===== src/rtl/src_b_if.sv =====
// -----------------------------------------------------------------------------
// src_b_if
//   Interface that bundles the request, forwarding and result signals of the
//   ALU operand-B stage.
//
//   Modports:
//     master : upstream/ALU side. Drives the request, forwarding, flush and
//              out_ready signals, and observes in_ready, alu_src_b and out_valid.
//     slave  : the operand-B stage itself.
//
//   Signals:
//     in_valid / in_ready    upstream request handshake
//     rs2_addr, rs2_data     rs2 index and regfile read data
//     imm                    decoded immediate
//     select                 0=RS2, 1=IMM, 2=const 4, 3=imm<<12, others=0
//     fwd_valid/ready/addr/data
//                            NUM_FWD forwarding channels, channel k packed
//                            at [5k+4:5k] and [XLEN*k +: XLEN]
//     flush                  kill held and incoming operands
//     alu_src_b / out_valid / out_ready
//                            registered operand-B handshake towards the ALU
// -----------------------------------------------------------------------------
interface src_b_if #(
  parameter int XLEN      = 32,
  parameter int NUM_FWD   = 2,
  parameter int SEL_WIDTH = 3
);
  logic                    in_valid;
  logic                    in_ready;
  logic [4:0]              rs2_addr;
  logic [XLEN-1:0]         rs2_data;
  logic [XLEN-1:0]         imm;
  logic [SEL_WIDTH-1:0]    select;
  logic [NUM_FWD-1:0]      fwd_valid;
  logic [NUM_FWD-1:0]      fwd_ready;
  logic [5*NUM_FWD-1:0]    fwd_addr;
  logic [XLEN*NUM_FWD-1:0] fwd_data;
  logic                    flush;
  logic [XLEN-1:0]         alu_src_b;
  logic                    out_valid;
  logic                    out_ready;

  modport master (
    output in_valid, rs2_addr, rs2_data, imm, select,
           fwd_valid, fwd_ready, fwd_addr, fwd_data, flush, out_ready,
    input  in_ready, alu_src_b, out_valid
  );

  modport slave (
    input  in_valid, rs2_addr, rs2_data, imm, select,
           fwd_valid, fwd_ready, fwd_addr, fwd_data, flush, out_ready,
    output in_ready, alu_src_b, out_valid
  );
endinterface


===== src/rtl/src_b_stage.sv =====
// -----------------------------------------------------------------------------
// src_b_stage
//   Registered ALU operand-B stage. Selects operand B from rs2, the immediate
//   or a constant, resolves rs2 read-after-write hazards by forwarding from
//   NUM_FWD later pipeline stages (channel 0 youngest, highest priority),
//   stalls on a pending youngest writer, and hands the result to the ALU
//   through a valid/ready pipeline register with full throughput.
//
//   Ports:
//     clk   rising-edge clock
//     rst   asynchronous active-high reset
//     bus   src_b_if.slave (request, forwarding, flush and result handshake)
//
//   Configuration macro:
//     SRC_B_FWD_EN  defined   -> forwarding and load-use stall present
//                   undefined -> rs2 always from the regfile, never stalls,
//                                fwd_* inputs ignored (decoder interlocks)
// -----------------------------------------------------------------------------
module src_b_stage #(
  parameter int XLEN      = 32,
  parameter int NUM_FWD   = 2,
  parameter int SEL_WIDTH = 3
) (
  input  logic    clk,
  input  logic    rst,
  src_b_if.slave  bus
);

  logic [XLEN-1:0] rs2_val;
  logic            stall;
  logic [XLEN-1:0] sel_val;
  logic            capture;
  logic [XLEN-1:0] alu_src_b_q, alu_src_b_d;
  logic            out_valid_q, out_valid_d;

`ifdef SRC_B_FWD_EN
  logic            hit;
  logic            hit_ready;
  logic [XLEN-1:0] hit_data;

  // Priority search: the first (youngest) matching channel wins, and an
  // older channel is never allowed to bypass it, even if the youngest is
  // still pending.
  always_comb begin
    // NOTE: every variable gets a default before any conditional logic, so
    // no path leaves it unassigned and no latch is inferred.
    hit       = 1'b0;
    hit_ready = 1'b0;
    hit_data  = '0;
    for (int k = 0; k < NUM_FWD; k++) begin
      if (!hit && bus.fwd_valid[k] && (bus.rs2_addr != 5'd0) &&
          (bus.fwd_addr[5*k +: 5] == bus.rs2_addr)) begin
        hit       = 1'b1;
        hit_ready = bus.fwd_ready[k];
        hit_data  = bus.fwd_data[XLEN*k +: XLEN];
      end
    end
  end

  assign rs2_val = hit ? hit_data : bus.rs2_data;
  // Only an RS2 request that is actually being offered can stall.
  assign stall   = bus.in_valid && (bus.select == SEL_WIDTH'(0)) &&
                   hit && !hit_ready;
`else
  // Forwarding inputs are intentionally unused in this build.
  logic unused_fwd;
  assign unused_fwd = ^{bus.fwd_valid, bus.fwd_ready, bus.fwd_addr,
                        bus.fwd_data};
  assign rs2_val    = bus.rs2_data;
  assign stall      = 1'b0;
`endif

  // Operand-B source mux; unlisted codes give zero.
  always_comb begin
    sel_val = '0;
    case (bus.select)
      SEL_WIDTH'(0): sel_val = rs2_val;
      SEL_WIDTH'(1): sel_val = bus.imm;
      SEL_WIDTH'(2): sel_val = XLEN'(4);
      SEL_WIDTH'(3): sel_val = bus.imm << 12;
      default:       sel_val = '0;
    endcase
  end

  // Accept when not stalled and the output slot is empty or draining now.
  assign bus.in_ready = !stall && (!out_valid_q || bus.out_ready);
  assign capture      = bus.in_valid && bus.in_ready && !bus.flush;

  // Flush beats capture and drain; capture beats drain so that a
  // simultaneous drain+capture keeps out_valid high (no bubble).
  always_comb begin
    alu_src_b_d = alu_src_b_q;
    out_valid_d = out_valid_q;
    if (bus.flush) begin
      out_valid_d = 1'b0;
    end else if (capture) begin
      alu_src_b_d = sel_val;
      out_valid_d = 1'b1;
    end else if (out_valid_q && bus.out_ready) begin
      out_valid_d = 1'b0;
    end
  end

  always_ff @(posedge clk or posedge rst) begin
    if (rst) begin
      alu_src_b_q <= '0;
      out_valid_q <= 1'b0;
    end else begin
      // NOTE: sequential state uses non-blocking assignments so every flop
      // samples its pre-edge value, independent of statement order.
      alu_src_b_q <= alu_src_b_d;
      out_valid_q <= out_valid_d;
    end
  end

  assign bus.alu_src_b = alu_src_b_q;
  assign bus.out_valid = out_valid_q;

endmodule


===== src/flat_wrapper.sv =====
// flat-port wrapper written by rule: the top's interface ports become plain ports
module src_b_stage_flat 
#(
  parameter int XLEN      = 32,
  parameter int NUM_FWD   = 2,
  parameter int SEL_WIDTH = 3
)
  (clk, rst, bus_in_valid, bus_rs2_addr, bus_rs2_data, bus_imm, bus_select, bus_fwd_valid, bus_fwd_ready, bus_fwd_addr, bus_fwd_data, bus_flush, bus_out_ready, bus_in_ready, bus_alu_src_b, bus_out_valid);
  src_b_if #(.XLEN(XLEN), .NUM_FWD(NUM_FWD), .SEL_WIDTH(SEL_WIDTH)) bus_i ();
  input  logic clk;
  input  logic rst;
  input wire logic [$bits(bus_i.in_valid)-1:0] bus_in_valid;
  input wire logic [$bits(bus_i.rs2_addr)-1:0] bus_rs2_addr;
  input wire logic [$bits(bus_i.rs2_data)-1:0] bus_rs2_data;
  input wire logic [$bits(bus_i.imm)-1:0] bus_imm;
  input wire logic [$bits(bus_i.select)-1:0] bus_select;
  input wire logic [$bits(bus_i.fwd_valid)-1:0] bus_fwd_valid;
  input wire logic [$bits(bus_i.fwd_ready)-1:0] bus_fwd_ready;
  input wire logic [$bits(bus_i.fwd_addr)-1:0] bus_fwd_addr;
  input wire logic [$bits(bus_i.fwd_data)-1:0] bus_fwd_data;
  input wire logic [$bits(bus_i.flush)-1:0] bus_flush;
  input wire logic [$bits(bus_i.out_ready)-1:0] bus_out_ready;
  output wire logic [$bits(bus_i.in_ready)-1:0] bus_in_ready;
  output wire logic [$bits(bus_i.alu_src_b)-1:0] bus_alu_src_b;
  output wire logic [$bits(bus_i.out_valid)-1:0] bus_out_valid;
  assign bus_i.in_valid = bus_in_valid;
  assign bus_i.rs2_addr = bus_rs2_addr;
  assign bus_i.rs2_data = bus_rs2_data;
  assign bus_i.imm = bus_imm;
  assign bus_i.select = bus_select;
  assign bus_i.fwd_valid = bus_fwd_valid;
  assign bus_i.fwd_ready = bus_fwd_ready;
  assign bus_i.fwd_addr = bus_fwd_addr;
  assign bus_i.fwd_data = bus_fwd_data;
  assign bus_i.flush = bus_flush;
  assign bus_i.out_ready = bus_out_ready;
  assign bus_in_ready = bus_i.in_ready;
  assign bus_alu_src_b = bus_i.alu_src_b;
  assign bus_out_valid = bus_i.out_valid;
  src_b_stage #(.XLEN(XLEN), .NUM_FWD(NUM_FWD), .SEL_WIDTH(SEL_WIDTH)) u_core (.clk(clk), .rst(rst), .bus(bus_i));
endmodule

===== config.mk =====
export PLATFORM = sky130hd
export DESIGN_NAME = src_b_stage_flat
export DESIGN_NICKNAME = d
export VERILOG_FILES = /design/src/rtl/src_b_if.sv /design/src/rtl/src_b_stage.sv /design/src/flat_wrapper.sv
export SDC_FILE = /design/constraint.sdc
export NUM_CORES = 1
export LEC_CHECK = 0
export BUFFER_PORTS_ARGS = -buffer_cell sky130_fd_sc_hd__buf_4
export CAP_MARGIN = 15
export CELL_PAD_IN_SITES_DETAIL_PLACEMENT = 0
export CELL_PAD_IN_SITES_GLOBAL_PLACEMENT = 1
export CORE_MARGIN = 3
export CORE_UTILIZATION = 28
export CTS_BUF_LIST = sky130_fd_sc_hd__clkbuf_2 sky130_fd_sc_hd__clkbuf_4 sky130_fd_sc_hd__clkbuf_8
export DETAILED_ROUTE_END_ITERATION = 12
export PLACE_DENSITY_LB_ADDON = 0.1
export SYNTH_ARGS = -nofsm -noshare
export SYNTH_HDL_FRONTEND = slang
export SYNTH_SLANG_ARGS = --single-unit

===== constraint.sdc =====
create_clock -name clk -period 3.5 [get_ports clk]
set_input_delay 0.35 -clock clk [delete_from_list [all_inputs] [get_ports clk]]
set_output_delay 0.35 -clock clk [all_outputs]
set_load 0.02 [all_outputs]

After elaboration in Yosys (flattened, before gate mapping)
Index checks and enable logic that the tools add are counted.

operators by class
  reductions and logical operators = 9
  mux-type cells = 4
  bitwise gates (word level) = 1
  equality and inequality tests = 3

operators by type and width
  operator                                        count
  case mux 32 bit (4 select lines)                1
  == test 3 x 2 -> 1 bit (second input constant)  2
  == test 3 x 1 -> 1 bit (second input constant)  1
  logical AND 1 bit                               3
  zero test 3 bit                                 1
  two-way mux 1 bit                               3
  nonzero test 3 bit                              1
  zero test 1 bit                                 2
  AND reduction 2 bit                             1
  logical OR 1 bit                                1
  inverter 1 bit                                  1

word-level totals
  bits of input ports = 155
  output and inout bits = 34
  register bits = 33

Depth between registers and ports, before layout
Gate-level depths: netlist (run 1).

  depth in word-level cells = 6
  gate-level depth with buffers = 5
  depth with buffers taken out = 4

Worst setup path after synthesis (run 1)
Ideal clock, no wire load.

  path type = register to register
  start = register u_core.out_valid_q (netlist: u_core.bus.out_valid)
  end = register u_core.alu_src_b_q[0] (netlist: u_core.bus.alu_src_b[0])
  required time = 3.422 ns
  path slack = 2.084 ns
  period minus slack after synthesis = 1.416 ns
  stages on the path, launching flop included = 5
  buffers on the path = 1
  arrival time = 1.338 ns
  library setup time = 0.078 ns
  cell sequence = dfrtp_1 -> nor2b_4 -> or4_4 -> buf_6 -> o2bb2ai_1

between the ends
  longest elaborated chain between the ends = 5

RTL lines
  what                                  RTL line            text
  start: declaration                    src_b_stage.sv:34   logic out_valid_q, out_valid_d;
  start signal: assignment              src_b_stage.sv:112  out_valid_q <= out_valid_d;
  zero test 1 bit                       src_b_stage.sv:86   assign bus.in_ready = !stall && (!out_valid_q || bus.out_ready);
  logical OR 1 bit                      src_b_stage.sv:86
  logical AND 1 bit (2 in a row)        src_b_stage.sv:87   assign capture = bus.in_valid && bus.in_ready && !bus.flush;
  AND reduction 2 bit (no source line)  n/a
  end signal: assignment                src_b_stage.sv:111  alu_src_b_q <= alu_src_b_d;
  end: declaration                      src_b_stage.sv:33   logic [XLEN-1:0] alu_src_b_q, alu_src_b_d;

No other way between the ends.
A chain may end at the register's enable or synchronous reset.

Worst setup path in the final report (run 1)
  start = register u_core.out_valid_q (netlist: u_core.bus.out_valid)
  end = output port bus_in_ready

between the ends
  longest elaborated chain between the ends = 2

RTL lines
  what              RTL line            text
  zero test 1 bit   src_b_stage.sv:86
  logical OR 1 bit  src_b_stage.sv:86
  end: declaration  flat_wrapper.sv:23  output wire logic [$bits(bus_i.in_ready)-1:0] bus_in_ready;

No other way between the ends.

==> summary.md, run 1 <==
| Metric | Value |
|---|---|
| Initial DRC Count | `42` |
| Unique masters post-synth | `30` |
| Clock root buffer | `clkbuf_8` |
| GP Congestion | `0.6951` |
| Largest net degree at the start of global routing | `just over 70` |
| Initial antenna violation count | `0` |
| Slew @ Worst Pin | `~0.73 ns` |
| Setup TNS | `0 ns` |
| CP Cell Sequence | `nor2b_4 > inv_2 > buf_4` |
| Syn Std Cell Area | `2058 µm²` |
| Max IR drop VDD | `135.0 µV` |
| Number of global-route vias before repair | `between 1500 and 2000` |
| Number of synthesized register bits | `33` |
| CTS resizes | `0` |
| First-pass GRT wire length | `just over 10000 µm` |
| Hold WC Path Type | `input pin to flop` |
| Area delta synth->final | `46.50%` |
| Area occupied by registers | `around 830 µm²` |
| Total Routing Usage GR | `15.57%` |
| Pre-CTS WS | `~1.7 ns` |
| Final nets | `438` |
| Fin crit period | `1.764 ns` |
| Syn Area/Cell | `10.89 µm²` |
| Reg2Reg Setup Slack | `approximately 1.8 ns` |
| TritonCTS Sinks | `33` |
| Kind of cell adding the most delay to the critical path | `simple AND/OR/NAND/NOR gates` |
| Number of CTS-inserted buffers | `5` |
| Placed Cells | `370` |
| Fraction of layout instances using a drive strength above 1 | `a little under half` |
| Dominant cell by count in the synthesized netlist | `dfrtp_1` |
| FFs w/ async S/R, synth | `100.0%` |
| Layout Cells excl Fill | `380` |
| Die X-Extent | `~92 µm` |
| IO Count | `~190` |
| Combinational share of power | `between 20% and 30%` |
| Startpoint types | `flop` |
| Top post-synthesis cells by area | `dfrtp_1 40%, o41ai_2 13%, a211oi_1 6.9%, a21boi_0 6.6%, mux2i_1 5.8%` |
| Antenna cells | `0` |
| Hold Vio Cnt, Final | `0` |
| Chip Height | `91.74 µm` |
| # DRC | `0` |
| H-tree Lvls | `2` |
| Footprint of the multi-input gates | `1101 µm²` |
| Gr ovfl total | `0` |
| Setup violations, final | `0` |
| Later-pin clock latency in the skew report | `around 0.28 ns` |
| Site Rows | `30` |
| Final setup margin | `1.736 ns` |
| Vias | `around 1900` |
| WL/cell | `about 17 µm` |
| PwrDens | `just under 400 nW/µm²` |
| F_max | `~570 MHz` |
| Max-slew violations | `0` |
| Deepest clock path buffer count | `2` |
| Worst Skew | `approximately 0.0043 ns` |
| Routed vias/inst | `4.961` |
| Ys flop type | `dfrtp_1` |
| First-pass DRT Iterations | `4` |
| Hold WS | `0.2119 ns` |
| Drt total wl | `between 6000 and 7000 µm` |
| RSZ-0062 raised after global routing | `false` |
| Final period utilization | `between 50 and 60%` |
| DRT antenna net count | `0` |
| Post-Syn Instances | `around 190` |
| Yosys warns | `0` |
| Final HPWL DP | `about 4600 µm` |
| Fillers | `between 700 and 800` |
| Pint | `approximately 0.82 mW` |
| Max Cap Violations | `0` |
| CTS tree | `built` |
| Worst-path clk slew | `roughly 0.070 ns` |
| Post-CTS Setup Inserts | `0` |
| Register area share after synthesis | `~40%` |
| Worst Path Required | `approximately 3.2 ns` |
| CP Capture Type | `primary output` |
| Leakage Power | `1.432 nW` |
| Switching share of power | `29.82%` |
| Slowest stage cell, crit path | `nor2b_4` |
| Util after Layout | `between 40 and 50%` |
| Starting density of the core | `29.64%` |
| Path type of the worst setup path | `flop to primary output` |
| Synth top cells by count | `33 x dfrtp_1, 19 x a211oi_1, 19 x o21ai_0` |
| Crit path arrival time | `about 1.4 ns` |
| Part of the power in registers | `a little under two fifths` |
| Slowest stage delay, CP | `slightly below 0.5 ns` |
| Port bufs | `about 110` |
| Clock share of power | `32.4%` |
| Synth area leader | `dfrtp_1` |
| Yosys top cell area share | `roughly two fifths` |
| Switching pwr | `about 0.35 mW` |
| Slew HR | `about 50%` |
| CP Buf/Inv Count | `2` |
| DIE AREA | `8415 µm²` |
| Worst-path fanout max | `23` |
| EDFF count, synth | `0` |
| Core area | `6944 µm²` |
| Net Count, Synth | `around 340` |
| Outcome | `finished clean` |
-- cell type report --
class	count	share of cell area [%]
Clock buffer	6	2.739
Clock inverter	2	1.245
Inverter	2	0.2490
Multi-Input combinational cell	132	36.51
Sequential cell	33	27.39
Tap cell	96	3.983
Timing Repair Buffer	109	27.88
-- flip-flops by register name (all words and copies together), names as in the netlist --
| register | flops |
|---|---|
| u_core.bus.out_valid | 1 |
| u_core.bus.alu_src_b | 32 |
-- layer usage --
metal	global-route usage (%)	share of wire, %	up-vias
met3	4.184	6.4	4
met5	0	0	-
met1	20.42	45	895
li1	-	-	917
met4	4.084	0.81	0
met2	25.32	48	69
-- placed cells by master, fill, tap and decap left out, drive strengths merged, types with 2 or more instances in the layout --
cell / netlist / final
nand2b: 2 / 2
nor2b: 19 / 19
mux2i: 12 / 12
a21boi: 18 / 18
dfrtp: 33 / 33
o21ai: 20 / 20
inv: 2 / 2
buf: 15 / 108
o2bb2ai: 11 / 11
a22o: 2 / 2
o41ai: 18 / 18
nor2: 3 / 3
a211oi: 19 / 19
clkbuf: 7 / 6
-- through the flow --
stage | instance area, µm² | power [mW]
floorplan | 2058 | 0.6402
global placement | 2858 | 0.8005
detailed placement | 2858 | 0.8017
CTS | 2978 | 1.191
global route | 3015 | 1.236
finish | 3015 | 1.175
-- timing repair --
action | CTS | global route
hold buffers | 0 | 1
endpoints found under the hold margin | 0 | 2
endpoints found under the setup margin | 0 | 0
-- power groups by stage --
stage               Clock [mW]  Combinational, mW  Sequential, mW
floorplan                    0              0.138           0.502
global placement             0              0.348           0.452
detailed placement           0              0.349           0.453
CTS                      0.395              0.350           0.446
global route             0.409              0.377           0.451
finish                   0.381              0.349           0.445
-- worst reg2reg max path, stage by stage, from the launching register on --
cell and delay, ns:
dfrtp_1 0.35, nor2b_4 0.49, inv_2 0.11, nand2b_4 0.40, o41ai_2 0.18
-- worst paths after layout --
kind	from	endpoint	depth (start not counted)
hold / removal	bus_flush	u_core.bus.out_valid$_DFFE_PP0P_	2
max in group asynchronous	rst	u_core.bus.alu_src_b[26]$_DFFE_PP0P_	5
setup / recovery	u_core.bus.out_valid$_DFFE_PP0P_	bus_in_ready	3
hold reg to reg	u_core.bus.alu_src_b[0]$_DFFE_PP0P_	u_core.bus.alu_src_b[0]$_DFFE_PP0P_	1
min in group asynchronous	rst	u_core.bus.out_valid$_DFFE_PP0P_	3
setup reg to reg	u_core.bus.out_valid$_DFFE_PP0P_	u_core.bus.alu_src_b[26]$_DFFE_PP0P_	4
-- cell families (layout without fill, tap and decap cells) --
group	Yosys count	count (layout)	share of synthesized area [%]
and+or+nand+nor	29	29	9.240
muxes	12	12	5.836
buffers and inverters	24	119	6.382
DFF	33	33	40.12
AOI/OAI and AO/OA	91	91	38.42
Power figures use the tool's default switching activity.
==> run 2: changes to the inputs <==
Settings changed: CORE_UTILIZATION 28 to 24.
Clock period 3.5 ns to 1.6 ns, I/O delays scaled along.
==> run 2 against run 1 <==
Sequential share of layout area shrank 0.79 points. Highest routed layer unchanged. Sequential power up 120%. Largest power group unchanged. Wire length grew 5.8%. Non-clock buffer count grew 12. Hold slack worse by 0.19 ns. Critical endpoint is now u_core.bus.alu_src_b[5]$_DFFE_PP0P_. Flip-flop and latch count is the same. Worst setup slack worse by 1.6 ns. Global-route usage shrank 0.80 points. Power increased by 120%. Clock power rose by 100%.
==> summary.md, run 2 (synthesized netlist as in run 1, its figures left out) <==
| Metric | Value |
|---|---|
| DRT antenna net count | `0 (unchanged)` |
| Final Cell Area | `3105 µm² (+3.0%)` |
| Later-pin clock latency in the skew report | `0.28 ns (about the same)` |
| Deepest clock path buffer count | `2 (unchanged)` |
| Chip Height | `98.61 µm (+7.5%)` |
| Part of the power in registers | `38.4% (+0.5 points)` |
| Number of CTS-inserted buffers | `5 (unchanged)` |
| Number of global-route vias before repair | `2028 (+5.6%)` |
| PwrDens | `819.0 nW/µm² (+110%)` |
| Vias | `1915 (+1.6%)` |
| RSZ-0062 raised after global routing | `false` |
| Fin crit period | `around 1.4 ns` |
| Worst-path fanout max | `13 (-43%)` |
| Port bufs | `105 (unchanged)` |
| Combinational share of power | `31.2% (+1.5 points)` |
| Hold path depth | `2 (unchanged)` |
| TritonCTS Sinks | `33 (unchanged)` |
| Setup violations, final | `0 (unchanged)` |
| Worst Hold Endpoint | `u_core.bus.out_valid$_DFFE_PP0P_` |
| Commonest non-fill, non-tap cells in the layout | `118 x buf_4, 33 x dfrtp_1, 19 x a211oi_1, 19 x o21ai_0` |
| Max Cap Violations | `0 (unchanged)` |
| # DRC | `0 (unchanged)` |
| Reg2reg end | `u_core.bus.alu_src_b[5]$_DFFE_PP0P_` |
| H-tree Lvls | `2 (unchanged)` |
| Setup TNS | `0 ns (unchanged)` |
| Worst Skew | `0.009591 ns (+0.005327 ns)` |
| Final HPWL DP | `5334 µm (+17%)` |
| Total Routing Usage GR | `14.77% (-0.80 points)` |
| Routed vias/inst | `4.788 (-3.5%)` |
| CTS resizes | `0 (unchanged)` |
| Final nets | `450 (+2.7%)` |
| FF-to-FF path depth | `3 (-1)` |
| Core area | `8258 µm² (+19%)` |
| Reg2reg start | `u_core.bus.out_valid$_DFFE_PP0P_` |
| Slowest stage delay, CP | `0.59 ns (+0.10 ns)` |
| DIE AREA | `9723 µm² (+16%)` |
| Die X-Extent | `98.61 µm (+7.5%)` |
| Site Rows | `33 (+10%)` |
| Final period utilization | `between 80% and 90%` |
| Slew @ Worst Pin | `0.5078 ns (-0.2239 ns)` |
| WL/cell | `17.59 µm (+0.54%)` |
| Switching share of power | `30.34% (+0.52 points)` |
| Area delta synth->final | `50.88%` |
| IO Count | `189 (unchanged)` |
| Max-slew violations | `0 (unchanged)` |
| Gr ovfl total | `0 (unchanged)` |
| Path type of the worst setup path | `flop to flop` |
| Max IR drop VDD | `260.9 µV (+93%)` |
| Placed instance area | `2992 µm² (+4.7%)` |
| First-pass GRT wire length | `11250 µm (+9.1%)` |
| GP Congestion | `0.7504 (+8.0%)` |
| Startpoint types | `flop` |
| Hold Vio Cnt, Final | `0 (unchanged)` |
| Hold Startpoint | `bus_flush` |
| Pint | `1.772 mW (+110%)` |
| Most common cell after layout, fill and taps aside | `buf_4` |
| First-pass DRT Iterations | `4 (unchanged)` |
| Worst-path clk slew | `0.08 ns (about the same)` |
| Number of flip-flops in the largest register | `32 (unchanged)` |
| Crit path arrival time | `1.63 ns (+0.22 ns)` |
| Slew HR | `66.11% (+15 points)` |
| Switching pwr | `0.7716 mW (+120%)` |
| Fraction of layout instances using a drive strength above 1 | `49.83% (+1.9 points)` |
| Hold WC Path Type | `input pin to flop` |
| Clock root buffer | `clkbuf_8` |
| F_max | `~700 MHz` |
| Initial DRC Count | `51 (+21%)` |
| Leakage Power | `1.488 nW (+3.9%)` |
| CP Capture Type | `flop` |
| Starting density of the core | `24.92% (-4.7 points)` |
| Slowest stage cell, crit path | `or4_4` |
| Reg2Reg Setup Slack | `0.18 ns (-1.66 ns)` |
| Initial antenna violation count | `0 (unchanged)` |
| Antenna cells | `0 (unchanged)` |
| Largest net degree at the start of global routing | `40 (-44%)` |
| CTS tree | `built` |
| Worst Path Required | `1.81 ns (-1.34 ns)` |
| Clock share of power | `30.4% (-2.0 points)` |
| CP Cell Sequence | `nor2b_4 > or4_4 > o2bb2ai_1` |
| Drt total wl | `7037 µm (+5.8%)` |
| Outcome | `finished clean` |
| PnR Total Power | `2.543 mW (+120%)` |
[run 2: through the flow]
step           setup WS (ns)  hold WS (ns)  utilization [%]  cells
2_1_floorplan         0.1839        0.2264                -    189
3_3_place_gp          0.2157        0.2199            36.23    392
3_5_place_dp          0.1859        0.2261            36.23    392
4_1_cts               0.1395       0.01089            37.61    400
5_1_grt              0.05460       0.01534            37.61    400
6_report              0.1827       0.02181            37.61    400
[run 2: timing repair]
item	CTS	global route
buffers inserted	0	0
hold buffers	1	0
endpoints found under the hold margin	10	0
[run 2: layout make-up]
type,instances,area (µm²)
clock buffers,5,68.82
clock inverters,2,35.03
fillers,862,5152
inverters,2,7.507
multi-input cells,132,1101
flip-flops and latches,33,825.8
well taps,105,131.4
repair buffers,121,935.9
[run 2: power by group through the flow]
stage | clock network (mW) | logic (mW) | registers [mW]
2_1_floorplan | 0 | 0.302 | 1.10
3_3_place_gp | 0 | 0.801 | 0.992
3_5_place_dp | 0 | 0.805 | 0.992
4_1_cts | 0.808 | 0.808 | 0.978
5_1_grt | 0.846 | 0.863 | 0.990
6_report | 0.774 | 0.793 | 0.977
[run 2: worst max path at each step]
stage	start	end	slack (ns)	cells past startpoint
floorplan	u_core.bus.out_valid$_DFFE_PP0P_	u_core.bus.alu_src_b[0]$_DFFE_PP0P_	0.18	4
global placement	u_core.bus.out_valid$_DFFE_PP0P_	u_core.bus.alu_src_b[7]$_DFFE_PP0P_	0.22	3
detailed placement	u_core.bus.out_valid$_DFFE_PP0P_	u_core.bus.alu_src_b[5]$_DFFE_PP0P_	0.19	3
CTS	u_core.bus.out_valid$_DFFE_PP0P_	bus_in_ready	0.14	3
global route	u_core.bus.out_valid$_DFFE_PP0P_	u_core.bus.alu_src_b[28]$_DFFE_PP0P_	0.05	5
finish	u_core.bus.out_valid$_DFFE_PP0P_	u_core.bus.alu_src_b[5]$_DFFE_PP0P_	0.18	3
[run 2: critical path: cells and delay by family, from the launching register on]
kind             cells  cell delay, ns
AO/OA/AOI/OAI        1            0.18
flip-flops           1            0.39
AND/OR/NAND/NOR      2            0.77
[run 2: layer usage]
layer | GRT usage (%) | vias to the layer above | wire, µm
met1 | 20.58 | 909 | 3191
met2 | 23.14 | 67 | 3340
met4 | 2.836 | 0 | 40
met3 | 4.034 | 4 | 464
li1 | - | 935 | -
met5 | 0 | - | 0
==> run 3: changes to the inputs <==
Settings changed: CAP_MARGIN 15 to unset, RECOVER_POWER set to 100.
==> run 3 against run 2 <==
Register-to-register slack is essentially flat. Count of clock-buffer cells in the layout is the same. Via count grew 0.89%. Non-clock buffer count is the same. Global-route usage is the same. Highest routed layer unchanged. Cell count is the same. Critical path depth is the same. Largest cell class unchanged. Hold slack is essentially flat.
==> summary.md, run 3 (synthesized netlist as in run 1, its figures left out) <==
| Metric | Value |
|---|---|
| Outcome | `finished clean` |
| # DRC | `0 (unchanged)` |
| Worst Path Required | `1.44 ns (-0.37 ns)` |
| Placed instance area | `2992 µm² (unchanged)` |
| Slew HR | `65.97% (-0.14 points)` |
| Final period utilization | `89.70% (+1.1 points)` |
| Slowest stage delay, CP | `0.36 ns (-0.23 ns)` |
| Startpoint types | `flop` |
| Final Cell Area | `2882 µm² (-7.2%)` |
| Number of flip-flops in the largest register | `32 (unchanged)` |
| Chip Height | `98.61 µm (unchanged)` |
| Crit path arrival time | `1.28 ns (-0.35 ns)` |
| CTS resizes | `0 (unchanged)` |
| Initial DRC Count | `42 (-18%)` |
| GP Congestion | `0.7504 (unchanged)` |
| Drt total wl | `7109 µm (+1.0%)` |
| Port bufs | `105 (unchanged)` |
| First-pass GRT wire length | `11250 µm (unchanged)` |
| Final HPWL DP | `5334 µm (unchanged)` |
| Area delta synth->final | `40.00%` |
| CTS tree | `built` |
| H-tree Lvls | `2 (unchanged)` |
| WL/cell | `17.77 µm (+1.0%)` |
| Routed vias/inst | `4.830 (+0.89%)` |
| Slowest stage cell, crit path | `nor2b_4` |
| Area occupied by registers | `825.8 µm² (unchanged)` |
| Most common cell after layout, fill and taps aside | `buf_4` |
| Site Rows | `33 (unchanged)` |
| CP Capture Type | `primary output` |
| CP Cell Sequence | `nor2b_4 > inv_2 > clkbuf_2` |
| RSZ-0062 raised after global routing | `false` |
| Path type of the worst setup path | `flop to primary output` |
| Switching share of power | `31.03% (+0.69 points)` |
| Placed Cells | `392 (unchanged)` |
| Final setup margin | `0.1648 ns (-0.01791 ns)` |
| Vias | `1932 (+0.89%)` |
| Clock root buffer | `clkbuf_8` |
| PwrDens | `843.3 nW/µm² (+3.0%)` |
| Largest net degree at the start of global routing | `40 (unchanged)` |
| Pre-CTS WS | `0.1859 ns (unchanged)` |
| Worst-path fanout max | `13 (unchanged)` |
| Max Cap Violations | `0 (unchanged)` |
| IO Count | `189 (unchanged)` |
| Core area | `8258 µm² (unchanged)` |
| Hold Vio Cnt, Final | `0 (unchanged)` |
| Worst-path clk slew | `0.08 ns (about the same)` |
| Clock share of power | `31.9% (+1.5 points)` |
| Footprint of the multi-input gates | `1003 µm² (-8.9%)` |
| DIE AREA | `9723 µm² (unchanged)` |
| Antenna cells | `0 (unchanged)` |
| Pint | `1.676 mW (-5.4%)` |
| Max-slew violations | `0 (unchanged)` |
| Combinational share of power | `28.0% (-3.2 points)` |
| Hold path depth | `2 (unchanged)` |
| Hold WC Path Type | `input pin to flop` |
| Gr ovfl total | `0 (unchanged)` |
| Number of CTS-inserted buffers | `5 (unchanged)` |
| Switching pwr | `0.7540 mW (-2.3%)` |
| Max IR drop VDD | `260.3 µV (-0.23%)` |
| TritonCTS Sinks | `33 (unchanged)` |
| Part of the power in registers | `40.1% (+1.7 points)` |
| Slew @ Worst Pin | `0.5098 ns (+0.002025 ns)` |
| Starting density of the core | `24.92% (unchanged)` |
| Fin crit period | `1.435 ns (+0.01791 ns)` |
| Fraction of layout instances using a drive strength above 1 | `34.24% (-16 points)` |
| F_max | `696.7 MHz (-1.2%)` |
| Setup violations, final | `0 (unchanged)` |
| Layout Cells excl Fill | `400 (unchanged)` |
| DRT antenna net count | `0 (unchanged)` |
| Fillers | `901 (+4.5%)` |
| Setup TNS | `0 ns (unchanged)` |
| Total Routing Usage GR | `14.77% (unchanged)` |
| First-pass DRT Iterations | `4 (unchanged)` |
| Hold WS | `0.02170 ns (-0.0001093 ns)` |
| Die X-Extent | `98.61 µm (unchanged)` |
| Number of global-route vias before repair | `2028 (unchanged)` |
| Final nets | `450 (unchanged)` |
| FF-to-FF path depth | `3 (unchanged)` |
| Deepest clock path buffer count | `2 (unchanged)` |
| Leakage Power | `1.286 nW (-14%)` |
| Later-pin clock latency in the skew report | `0.29 ns (about the same)` |
| Util after Layout | `34.89% (-2.7 points)` |
| Post-CTS Setup Inserts | `0 (unchanged)` |
| PnR Total Power | `2.430 mW (-4.5%)` |
| Worst Skew | `0.008304 ns (-0.001287 ns)` |
| Commonest non-fill, non-tap cells in the layout | `83 x buf_4, 33 x clkbuf_1, 33 x dfrtp_1, 19 x a211oi_1, 19 x o21ai_0` |
| Initial antenna violation count | `0 (unchanged)` |
-- run 3: cell types whose count changed in the layout (fill, tap and decap cells not counted), sizes merged --
cell	before	now
buf	120	85
clkbuf	5	40
-- run 3: critical path, delay by kind of cell (launching register included) --
family,cells,cell delay (ns)
buffers and inverters,2,0.27
AND/OR/NAND/NOR,1,0.36
flip-flops,1,0.35
-- run 3: routing by layer --
layer	part of all wire, %	up-vias	wire length [µm]	GRT usage [%]
met5	0	-	0	0
met4	0.56	0	40	2.836
met3	6.8	4	485	4.034
met2	47	77	3314	23.14
met1	46	912	3267	20.58
li1	-	939	-	-
-- run 3: power groups by stage --
| stage | clock (mW) | combinational, mW | sequential (mW) |
|---|---|---|---|
| 2_1_floorplan | 0 | 0.302 | 1.10 |
| 6_report | 0.776 | 0.680 | 0.974 |
| 4_1_cts | 0.808 | 0.808 | 0.978 |
| 3_5_place_dp | 0 | 0.805 | 0.992 |
| 3_3_place_gp | 0 | 0.801 | 0.992 |
| 5_1_grt | 0.846 | 0.749 | 0.986 |
-- run 3: worst paths after layout --
kind,endpoint,startpoint,slack (ns)
setup / recovery,bus_in_ready,u_core.bus.out_valid$_DFFE_PP0P_,0.16
max in group asynchronous,u_core.bus.alu_src_b[25]$_DFFE_PP0P_,rst,0.62
hold / removal,u_core.bus.out_valid$_DFFE_PP0P_,bus_flush,0.02
min in group asynchronous,u_core.bus.alu_src_b[3]$_DFFE_PP0P_,rst,0.46
setup reg to reg,u_core.bus.alu_src_b[5]$_DFFE_PP0P_,u_core.bus.out_valid$_DFFE_PP0P_,0.18
hold reg to reg,u_core.bus.alu_src_b[10]$_DFFE_PP0P_,u_core.bus.alu_src_b[10]$_DFFE_PP0P_,0.49
-- run 3: cell type report --
| type | instances | area share [%] |
|---|---|---|
| inverter | 2 | 0.2605 |
| timing repair buffer | 121 | 28.09 |
| sequential | 33 | 28.66 |
| clock buffer | 5 | 2.388 |
| multi-input combinational | 132 | 34.82 |
| tap | 105 | 4.559 |
| clock inverter | 2 | 1.216 |
-- run 3: repair_timing --
| action | in CTS | in global routing |
|---|---|---|
| hold buffers | 1 | 0 |
| endpoints found under the hold margin | 10 | 0 |
| setup endpoints to repair | 0 | 0 |
